<file path="src/rtl/register_file_stream_reader.sv">
// Read-side sequencer for the 16x16 register file: fetches a burst of words
// by address and streams them out on a valid/ready interface with last/done.
module register_file_stream_reader #(
    parameter int AddrWidth = 4,
    parameter int DataWidth = 16
) (
    input  logic                 clk_i,
    input  logic                 rst_ni,
    input  logic                 start_i,
    input  logic [AddrWidth-1:0] start_addr_i,
    input  logic [AddrWidth:0]   len_i,
    input  logic                 abort_i,
    output logic                 busy_o,
    output logic                 done_o,
    output logic [AddrWidth-1:0] raddr_o,
    input  logic [DataWidth-1:0] rdata_i,
    output logic                 out_valid_o,
    input  logic                 out_ready_i,
    output logic [DataWidth-1:0] out_data_o,
    output logic [AddrWidth-1:0] out_addr_o,
    output logic                 out_last_o
);

    typedef enum logic {
        IDLE = 1'b0,
        RUN  = 1'b1
    } state_e;

    localparam logic [AddrWidth:0]   RemZero = '0;
    localparam logic [AddrWidth:0]   RemOne  = {{AddrWidth{1'b0}}, 1'b1};
    localparam logic [AddrWidth-1:0] PtrOne  = {{(AddrWidth-1){1'b0}}, 1'b1};

    state_e               r_state;
    logic [AddrWidth-1:0] r_rd_ptr;
    logic [AddrWidth:0]   r_rem;
    logic                 r_done;
    logic                 r_valid;
    logic                 r_last;
    logic [DataWidth-1:0] r_data;
    logic [AddrWidth-1:0] r_addr;

    logic w_fetch;
    logic w_handshake;

    // A new word may be fetched whenever the output slot is empty or is being
    // emptied by a handshake in this same cycle.
    assign w_fetch     = (r_state == RUN) && (r_rem != RemZero) && (!r_valid || out_ready_i);
    assign w_handshake = r_valid && out_ready_i;

    always_ff @(posedge clk_i or negedge rst_ni) begin
        if (!rst_ni) begin
            r_state  <= IDLE;
            r_rd_ptr <= '0;
            r_rem    <= '0;
            r_done   <= 1'b0;
            r_valid  <= 1'b0;
            r_last   <= 1'b0;
            r_data   <= '0;
            r_addr   <= '0;
        end else begin
            // NOTE: done is a pulse; this default is overridden only in the
            // cycles that complete a burst, so it self-clears the cycle after.
            r_done <= 1'b0;
            unique case (r_state)
                IDLE: begin
                    if (start_i && !abort_i) begin
                        if (len_i != RemZero) begin
                            r_rd_ptr <= start_addr_i;
                            r_rem    <= len_i;
                            r_state  <= RUN;
                        end else begin
                            r_done <= 1'b1;
                        end
                    end
                end
                RUN: begin
                    if (abort_i) begin
                        r_state <= IDLE;
                        r_valid <= 1'b0;
                        r_last  <= 1'b0;
                        r_rem   <= '0;
                    end else if (w_fetch) begin
                        r_data   <= rdata_i;
                        r_addr   <= r_rd_ptr;
                        r_valid  <= 1'b1;
                        r_last   <= (r_rem == RemOne);
                        r_rd_ptr <= r_rd_ptr + PtrOne;
                        r_rem    <= r_rem - RemOne;
                    end else if (w_handshake) begin
                        r_valid <= 1'b0;
                        r_last  <= 1'b0;
                        // rem is zero here, so this handshake drained the final word
                        if (r_last) begin
                            r_state <= IDLE;
                            r_done  <= 1'b1;
                        end
                    end
                end
                default: r_state <= IDLE;
            endcase
        end
    end

    assign busy_o      = (r_state == RUN);
    assign done_o      = r_done;
    assign raddr_o     = r_rd_ptr;
    assign out_valid_o = r_valid;
    assign out_last_o  = r_last;
    assign out_data_o  = r_data;
    assign out_addr_o  = r_addr;

endmodule

</file>
<file path="config.mk">
export PLATFORM = sky130hd
export DESIGN_NAME = register_file_stream_reader
export DESIGN_NICKNAME = d
export VERILOG_FILES = /design/src/rtl/register_file_stream_reader.sv
export SDC_FILE = /design/constraint.sdc
export NUM_CORES = 1
export LEC_CHECK = 0
export CAP_MARGIN = 20
export CORE_MARGIN = 10
export CORE_UTILIZATION = 50
export CTS_BUF_LIST = sky130_fd_sc_hd__clkbuf_2
export DETAILED_ROUTE_END_ITERATION = 8
export PLACE_DENSITY_LB_ADDON = 0.08
export SYNTH_ARGS = -nofsm -noshare
export SYNTH_HDL_FRONTEND = slang
export SYNTH_SLANG_ARGS = --single-unit
</file>
<file path="constraint.sdc">
create_clock -name clk_i -period 4.1 [get_ports clk_i]
set_clock_uncertainty 0.05 [all_clocks]
set_input_delay 0.615 -clock clk_i [delete_from_list [all_inputs] [get_ports clk_i]]
set_output_delay 0.615 -clock clk_i [all_outputs]
set_load 0.03 [all_outputs]
</file>
==> impl_metrics.ini, run 1 <==
[layout]
multi_input_area_um2 = 748
n_antenna_cell = 0
area_growth_pct = 36.8
final_cell_area_um2 = 2290
fill_cells = 238
seq_area_um2 = 826
nets = 229
drive_gt1_share_pct = 19.9

[placed_design]
io_buffers = 57
place_area_um2 = 2260
dpl.hpwl_um = 3270
gp_congestion = 0.807

[critical_path]
critPathRequiredTime_ns = 4.30
start_kind = flop
cp_max_fo = 22
crit_arrival_ns = 2.87
end_kind = flop
critical_path_class = flop to flop

[logic_synthesis]
synthCells = 137
syn_avg_cell_area_um2 = 12.2
synth_top_area_share_pct = 49.3
yosysWarnings = 0
synth_common_cells = dfrtp_1, mux2_2, inv_1
syn_area_um2 = 1670
ys_top_cells_by_area = dfrtp_1, mux2_2, buf_6
ys_seq_area_share_pct = 49.3
synth_edf_count = 0
synth_fp_nets = 170
synthFlopType = dfrtp_1
ys_ff_latch = 33
async_reset_ff_share_pct = 100
yosysMostFrequentCell = dfrtp_1
yosys.area.top_type = dfrtp_1
yosysUniqueCellTypes = 41

[global_route]
grt_pass1_vias = 1431
grt_max_degree = 34
track_usage_pct = 14.7
antenna_found_initial = 0
grt_overflow = 0
grt_pass1_wl_um = 7120

[sta]
setup-violations-final = 0
fin_crit_ns = 2.67
finalCritPeriodShare_pct = 65.2
final_hold_viol_count = 0
max_freq_mhz = 374
worst_pin_slew_ns = 0.674
relSlewSlack_pct = 55.0
drv_slew = 0
grt_setup_unrepaired = no
setup_tns_ns = 0

[clock_network]
htree_levels = 2
cts_root_buf = clkbuf_2
postCtsSetupBuffers = 0
clkTransAtPathRegs_ns = 0.18
clock_path_buffers = 2
clkLatencyLatePin_ns = 0.37
cts_resized = 0
tritoncts = yes
hold_buffers = 0
clock_sinks = 33
cts_buffers = 5

[floorplanning]
die_h_um = 77.9
start_util_pct = 53.5
row_count = 20
die_w_um = 77.9
io_pins = 58
die_area_um2 = 6060
core_um2 = 3130

[detailed_routing]
routed_wl_um = 4210
drtIter0Drc = 137
via_per_inst = 5.30
vias = 1273
drt_pass1_iterations = 4
wl_per_cell_um = 17.5
ant_nets = 0
drc = 0

[flow_run]
cap_violations = 0

[worst_hold_path]
hold_class = flop to flop

[pwr]
leakagePower_uw = 0.000962
ir_drop_mv = 0.389
p_per_area_nw_per_um2 = 606

[status]
status = finished, final reports clean
==> registers in the layout (all words and copies together), names as in the netlist <==
name / flops
raddr_o: 4
out_last_o: 1
done_o: 1
out_addr_o: 4
out_valid_o: 1
r_rem: 5
out_data_o: 16
busy_o: 1
==> power by group <==
group	internal, uW	leakage [uW]	switching [uW]
combinational	339	0.000541	374
clock	39.8	0.0000265	104
sequential	440	0.000394	90.2
total	819	0.000962	569
==> cells in the final DEF (no fill, tap or decap), types with 2 or more instances in the layout <==
cell              n
mux2i_1           4
nor2_1            7
a31oi_1           3
buf_4             2
nor3_1            3
nand2_1           4
clkbuf_2          6
o22ai_1           2
mux2_2           22
nor2b_1           4
mux2_4            2
ha_1              3
inv_1            11
o21ai_0           3
a21oi_1           3
clkdlybuf4s50_1  57
dfrtp_1          33
o2bb2ai_1         3
==> metrics by stage <==
stage	instances	utilization [%]	total power (uW)	hold slack, ns	setup WS, ns
final	240	73.2	1390	0.476	1.43
after global routing	240	73.2	1480	0.504	1.26
after CTS	240	73.2	1410	0.480	1.41
after detailed placement	233	72.1	1260	0.450	1.30
after global placement	233	72.1	1240	0.439	1.41
after floorplan	137	-	950	0.269	2.24
==> kinds of logic after synthesis <==
group	after synthesis	synth area share, %
multiplexers	28	19.0
AO/OA/AOI/OAI	27	12.1
buffers and inverters	18	5.98
AND/OR/NAND/NOR	28	11.4
flip-flops	33	49.3
adder cells (fa/ha/maj)	3	2.24
==> routing by layer <==
layer  track usage (%)  vias up  routed length [um]
li1                  -      615                   -
met1              16.4      602                1700
met2              24.0       51                2100
met3              6.57        5                 365
met4              5.47        0                  49
met5                 0        -                   0
==> layout make-up <==
cell class | instances | share of cell area [%]
sequential | 33 | 36.1
multi-input combinational | 86 | 32.7
timing repair buffer | 59 | 25.6
tap | 44 | 2.40
inverter | 11 | 1.80
clock buffer | 6 | 1.31
clock inverter | 1 | 0.164
==> worst paths after layout <==
check / startpoint / end / slack [ns] / cells past startpoint
worst max-delay path: busy_o$_DFF_PN0_ / out_data_o[11]$_DFFE_PN0P_ / 1.43 / 4
worst min-delay path: out_addr_o[0]$_DFFE_PN0P_ / out_addr_o[0]$_DFFE_PN0P_ / 0.48 / 1
worst max register to register: busy_o$_DFF_PN0_ / out_data_o[11]$_DFFE_PN0P_ / 1.43 / 4
worst min register to register: out_addr_o[0]$_DFFE_PN0P_ / out_addr_o[0]$_DFFE_PN0P_ / 0.48 / 1
max in group asynchronous: rst_ni / r_rem[2]$_DFFE_PN0P_ / 3.11 / 2
min in group asynchronous: rst_ni / r_rem[4]$_DFFE_PN0P_ / 0.56 / 2
==> critical path: stages, from the launching register on <==
cell and delay (ns):
dfrtp_1 0.81, inv_1 0.32, nor4_4 0.64, buf_4 0.35, mux2_2 0.37
Power figures use the tool's default switching activity.
==> inputs of run 2 (changes only) <==
--- a/config.mk
+++ b/config.mk
@@ -7,7 +7,7 @@
 export LEC_CHECK = 0
 export CAP_MARGIN = 20
 export CORE_MARGIN = 10
-export CORE_UTILIZATION = 50
+export CORE_UTILIZATION = 42
 export CTS_BUF_LIST = sky130_fd_sc_hd__clkbuf_2
 export DETAILED_ROUTE_END_ITERATION = 8
 export PLACE_DENSITY_LB_ADDON = 0.08
==> constraint.sdc (replaced) <==
create_clock -name clk_i -period 2.4 [get_ports clk_i]
set_clock_uncertainty 0.05 [all_clocks]
set_input_delay 0.36 -clock clk_i [delete_from_list [all_inputs] [get_ports clk_i]]
set_output_delay 0.36 -clock clk_i [all_outputs]
set_load 0.03 [all_outputs]
==> run 2 against run 1 <==
Effect of this change:
- critical path depth shrank 2
- sequential power grew 69%
- count of clock-buffer cells in the layout shrank 1
- sequential cell count is the same
- largest power group unchanged
- via count grew 2.6%
==> impl_metrics.ini, run 2 (synthesis gave the netlist of run 1 again) <==
[pwr]
p_per_area_nw_per_um2 = 1010
ir_drop_mv = 0.556
leakagePower_uw = 0.000986

[critical_path]
critPathRequiredTime_ns = 1.99
end_kind = output port
cp_max_fo = 21
worstRegToRegCells = 7
critical_path_class = flop to output port
start_kind = flop
crit_arrival_ns = 1.71

[global_route]
grt_max_degree = 34
grt_pass1_vias = 1439
grt_overflow = 0
antenna_found_initial = 0
track_usage_pct = 12.3
grt_pass1_wl_um = 7080

[layout]
n_antenna_cell = 0
fill_cells = 308
final_util_pct = 62.7
largest_reg_flops = 16
drive_gt1_share_pct = 21.9
stdcell_count = 249
area_growth_pct = 40.2
final_common_cell = clkdlybuf4s50_1
multi_input_area_um2 = 748
final_cell_area_um2 = 2350
seq_area_um2 = 826
layout_common_cells = clkdlybuf4s50_1, dfrtp_1, mux2_2
nets = 234

[clock_network]
clock_sinks = 33
cts_buffers = 5
clkLatencyLatePin_ns = 0.36
hold_buffers = 0
cts_resized = 0
clock_path_buffers = 2
postCtsSetupBuffers = 0
htree_levels = 2
cts_root_buf = clkbuf_2
tritoncts = yes
clkTransAtPathRegs_ns = 0.17

[placed_design]
gp_congestion = 0.837
dpl.hpwl_um = 3370
io_buffers = 57
placed_cells_incl_taps = 242
place_area_um2 = 2310
place_ws_ns = 0.175

[sta]
grt_setup_unrepaired = no
setup_slack_ns = 0.282
max_freq_mhz = 472
worst_pin_slew_ns = 0.628
final_hold_viol_count = 0
finalCritPeriodShare_pct = 88.2
fin_crit_ns = 2.12
setup-violations-final = 0
drv_slew = 0
setup_tns_ns = 0
relSlewSlack_pct = 58.1

[detailed_routing]
drtIter0Drc = 78
ant_nets = 0
via_per_inst = 5.24
routed_wl_um = 4240
drt_pass1_iterations = 4
wl_per_cell_um = 17.0
drc = 0
vias = 1306

[floorplanning]
die_w_um = 83.1
core_um2 = 3740
start_util_pct = 44.7
die_h_um = 83.1
io_pins = 58
die_area_um2 = 6910
row_count = 22

[flow_run]
cap_violations = 0

[status]
status = finished, final reports clean

[worst_hold_path]
hold_class = input pin to async pin
run 2: critical path, cell delays in order, from the launching register on:
cell	delay, ns
dfrtp_1	0.39
buf_4	0.24
clkdlybuf4s50_1	0.71
run 2: layout make-up:
type                            count  share of cell area (%)
Timing Repair Buffer               64                    27.1
Inverter                           11                    1.76
Multi-Input combinational cell     86                    31.9
Clock inverter                      2                   0.480
Sequential cell                    33                    35.2
Clock buffer                        5                    1.07
Tap cell                           48                    2.56
run 2: through the flow:
stage,hold slack (ns),power [uW]
3_5_place_dp,0.441,2170
4_1_cts,0.317,2420
2_1_floorplan,0.0144,1620
6_report,0.330,2380
5_1_grt,0.308,2530
3_3_place_gp,0.438,2150
run 2: worst paths after layout:
path / startpoint / endpoint / slack, ns
worst min register to register: out_data_o[2]$_DFFE_PN0P_ / out_data_o[2]$_DFFE_PN0P_ / 0.47
worst min-delay path: rst_ni / r_rem[0]$_DFFE_PN0P_ / 0.33
worst max register to register: r_rem[0]$_DFFE_PN0P_ / raddr_o[1]$_DFFE_PN0P_ / 0.36
min in group clk_i: out_data_o[2]$_DFFE_PN0P_ / out_data_o[2]$_DFFE_PN0P_ / 0.47
worst max-delay path: busy_o$_DFF_PN0_ / busy_o / 0.28
max in group asynchronous: rst_ni / out_data_o[1]$_DFFE_PN0P_ / 1.66
run 2: where the power goes:
group	switching (uW)	total, uW	internal (uW)
logic	647	1230	587
registers	147	898	751
clock network	182	245	62.9
run 2: layer usage:
layer,wire (um),share of wire (%),global-route usage [%]
met4,61,1.4,3.69
met5,0,0,0
met2,2060,49,19.6
met1,1720,40,13.8
met3,399,9.4,6.45
==> inputs of run 3 (changes only) <==
--- a/config.mk
+++ b/config.mk
@@ -6,7 +6,6 @@
 export NUM_CORES = 1
 export LEC_CHECK = 0
 export CAP_MARGIN = 20
-export CORE_MARGIN = 10
 export CORE_UTILIZATION = 42
 export CTS_BUF_LIST = sky130_fd_sc_hd__clkbuf_2
 export DETAILED_ROUTE_END_ITERATION = 8
==> run 3 against run 2 <==
Effect of this change:
- power rose by 4.5%
- final cell count rose by 0.80%
- register-to-register slack improved by 0.02 ns
- count of clock-buffer cells in the layout did not move
- non-clock buffer count rose by 1
- sequential power rose by 0.4%
- worst hold slack got worse by 0.017 ns
- critical path depth fell by 1
- combinational power barely moved
- sequential cell count did not move
- critical path type unchanged
- highest routed layer unchanged
==> impl_metrics.ini, run 3 (synthesis gave the netlist of run 1 again) <==
[status]
status = finished, final reports clean

[placed_design]
placed_cells_incl_taps = 243
io_buffers = 57
dpl.hpwl_um = 2670
gp_congestion = 0.807

[sta]
worst_pin_slew_ns = 0.636
fin_crit_ns = 2.04
max_freq_mhz = 490
setup_tns_ns = 0
drv_slew = 0
grt_setup_unrepaired = no
final_hold_viol_count = 0
setup-violations-final = 0
hold_ws_ns = 0.313
relSlewSlack_pct = 57.5
finalCritPeriodShare_pct = 85.1

[global_route]
antenna_found_initial = 0
grt_pass1_wl_um = 5890
grt_overflow = 0
grt_pass1_vias = 1267
track_usage_pct = 18.7
grt_max_degree = 34

[floorplanning]
die_h_um = 65.1
die_area_um2 = 4240
die_w_um = 65.1
start_util_pct = 44.7
row_count = 22
core_um2 = 3740
io_pins = 58

[detailed_routing]
routed_wl_um = 3640
ant_nets = 0
drtIter0Drc = 94
via_per_inst = 5.24
drc = 0
vias = 1315
drt_pass1_iterations = 4
wl_per_cell_um = 14.5

[clock_network]
postCtsSetupBuffers = 0
hold_buffers = 0
clkTransAtPathRegs_ns = 0.18
cts_buffers = 5
cts_root_buf = clkbuf_2
clock_sinks = 33
tritoncts = yes
clkLatencyLatePin_ns = 0.37
clock_path_buffers = 2
cts_resized = 0
htree_levels = 2

[critical_path]
critPathRequiredTime_ns = 1.99
crit_chain = clkdlybuf4s50_1
crit_family = buffers and inverters
cp_max_fo = 10
end_kind = output port
crit_arrival_ns = 1.63
critical_path_class = flop to output port
slowest_stage = clkdlybuf4s50_1
critPathBufInv = 1
cp_slowest_stage_delay_ns = 0.73
start_kind = flop

[pwr]
power_uw = 2480
ir_drop_mv = 0.586
leakagePower_uw = 0.00100
p_per_area_nw_per_um2 = 1050

[worst_hold_path]
hold_class = input pin to async pin

[layout]
final_common_cell = clkdlybuf4s50_1
drive_gt1_share_pct = 22.7
area_growth_pct = 41.7
largest_reg_flops = 16
stdcell_count = 251
final_util_pct = 63.4
layout_common_cells = clkdlybuf4s50_1, dfrtp_1, mux2_2
nets = 235
n_antenna_cell = 0

[flow_run]
cap_violations = 0
==> run 3: cell types whose count changed in the layout (fill, tap and decap cells not counted) <==
cell / delta
buf_4: +2
buf_12: -1
bufinv_16: +1
==> run 3: final timing paths <==
path                            cells after the start                        end  slack [ns]                 startpoint
min in group clk_i                                  1  out_data_o[1]$_DFFE_PN0P_        0.48  out_data_o[1]$_DFFE_PN0P_
worst max register to register                      6       r_rem[1]$_DFFE_PN0P_        0.38       r_rem[0]$_DFFE_PN0P_
worst max-delay path                                1                     busy_o        0.36           busy_o$_DFF_PN0_
max in group asynchronous                           2  out_data_o[5]$_DFFE_PN0P_        1.67                     rst_ni
worst min register to register                      1  out_data_o[1]$_DFFE_PN0P_        0.48  out_data_o[1]$_DFFE_PN0P_
worst min-delay path                                2       r_rem[0]$_DFFE_PN0P_        0.31                     rst_ni
==> run 3: cell type report <==
type / instances / area, um^2
clock inverter: 3 / 41.3
multi-input combinational: 86 / 748
sequential: 33 / 826
inverter: 11 / 41.3
timing repair buffer: 65 / 631
clock buffer: 5 / 25.0
fill: 323 / 1370
tap: 48 / 60.1
==> run 3: through the flow <==
step	cell area [um^2]	setup WS, ns
4_1_cts	2370	0.326
3_5_place_dp	2310	0.170
5_1_grt	2370	0.253
2_1_floorplan	1670	0.601
6_report	2370	0.359
3_3_place_gp	2310	0.201
==> run 3: per-layer routing <==
layer	GRT usage, %	vias to the layer above	part of all wire [%]
met4	8.42	0	0.82
met3	6.77	5	6.2
met5	0	-	0
li1	-	634	-
met2	28.3	43	46
met1	23.8	633	47
==> run 3: power by group <==
group	switching, uW	internal, uW
Sequential	151	751
Clock	196	173
Combinational	628	586
Total	975	1510
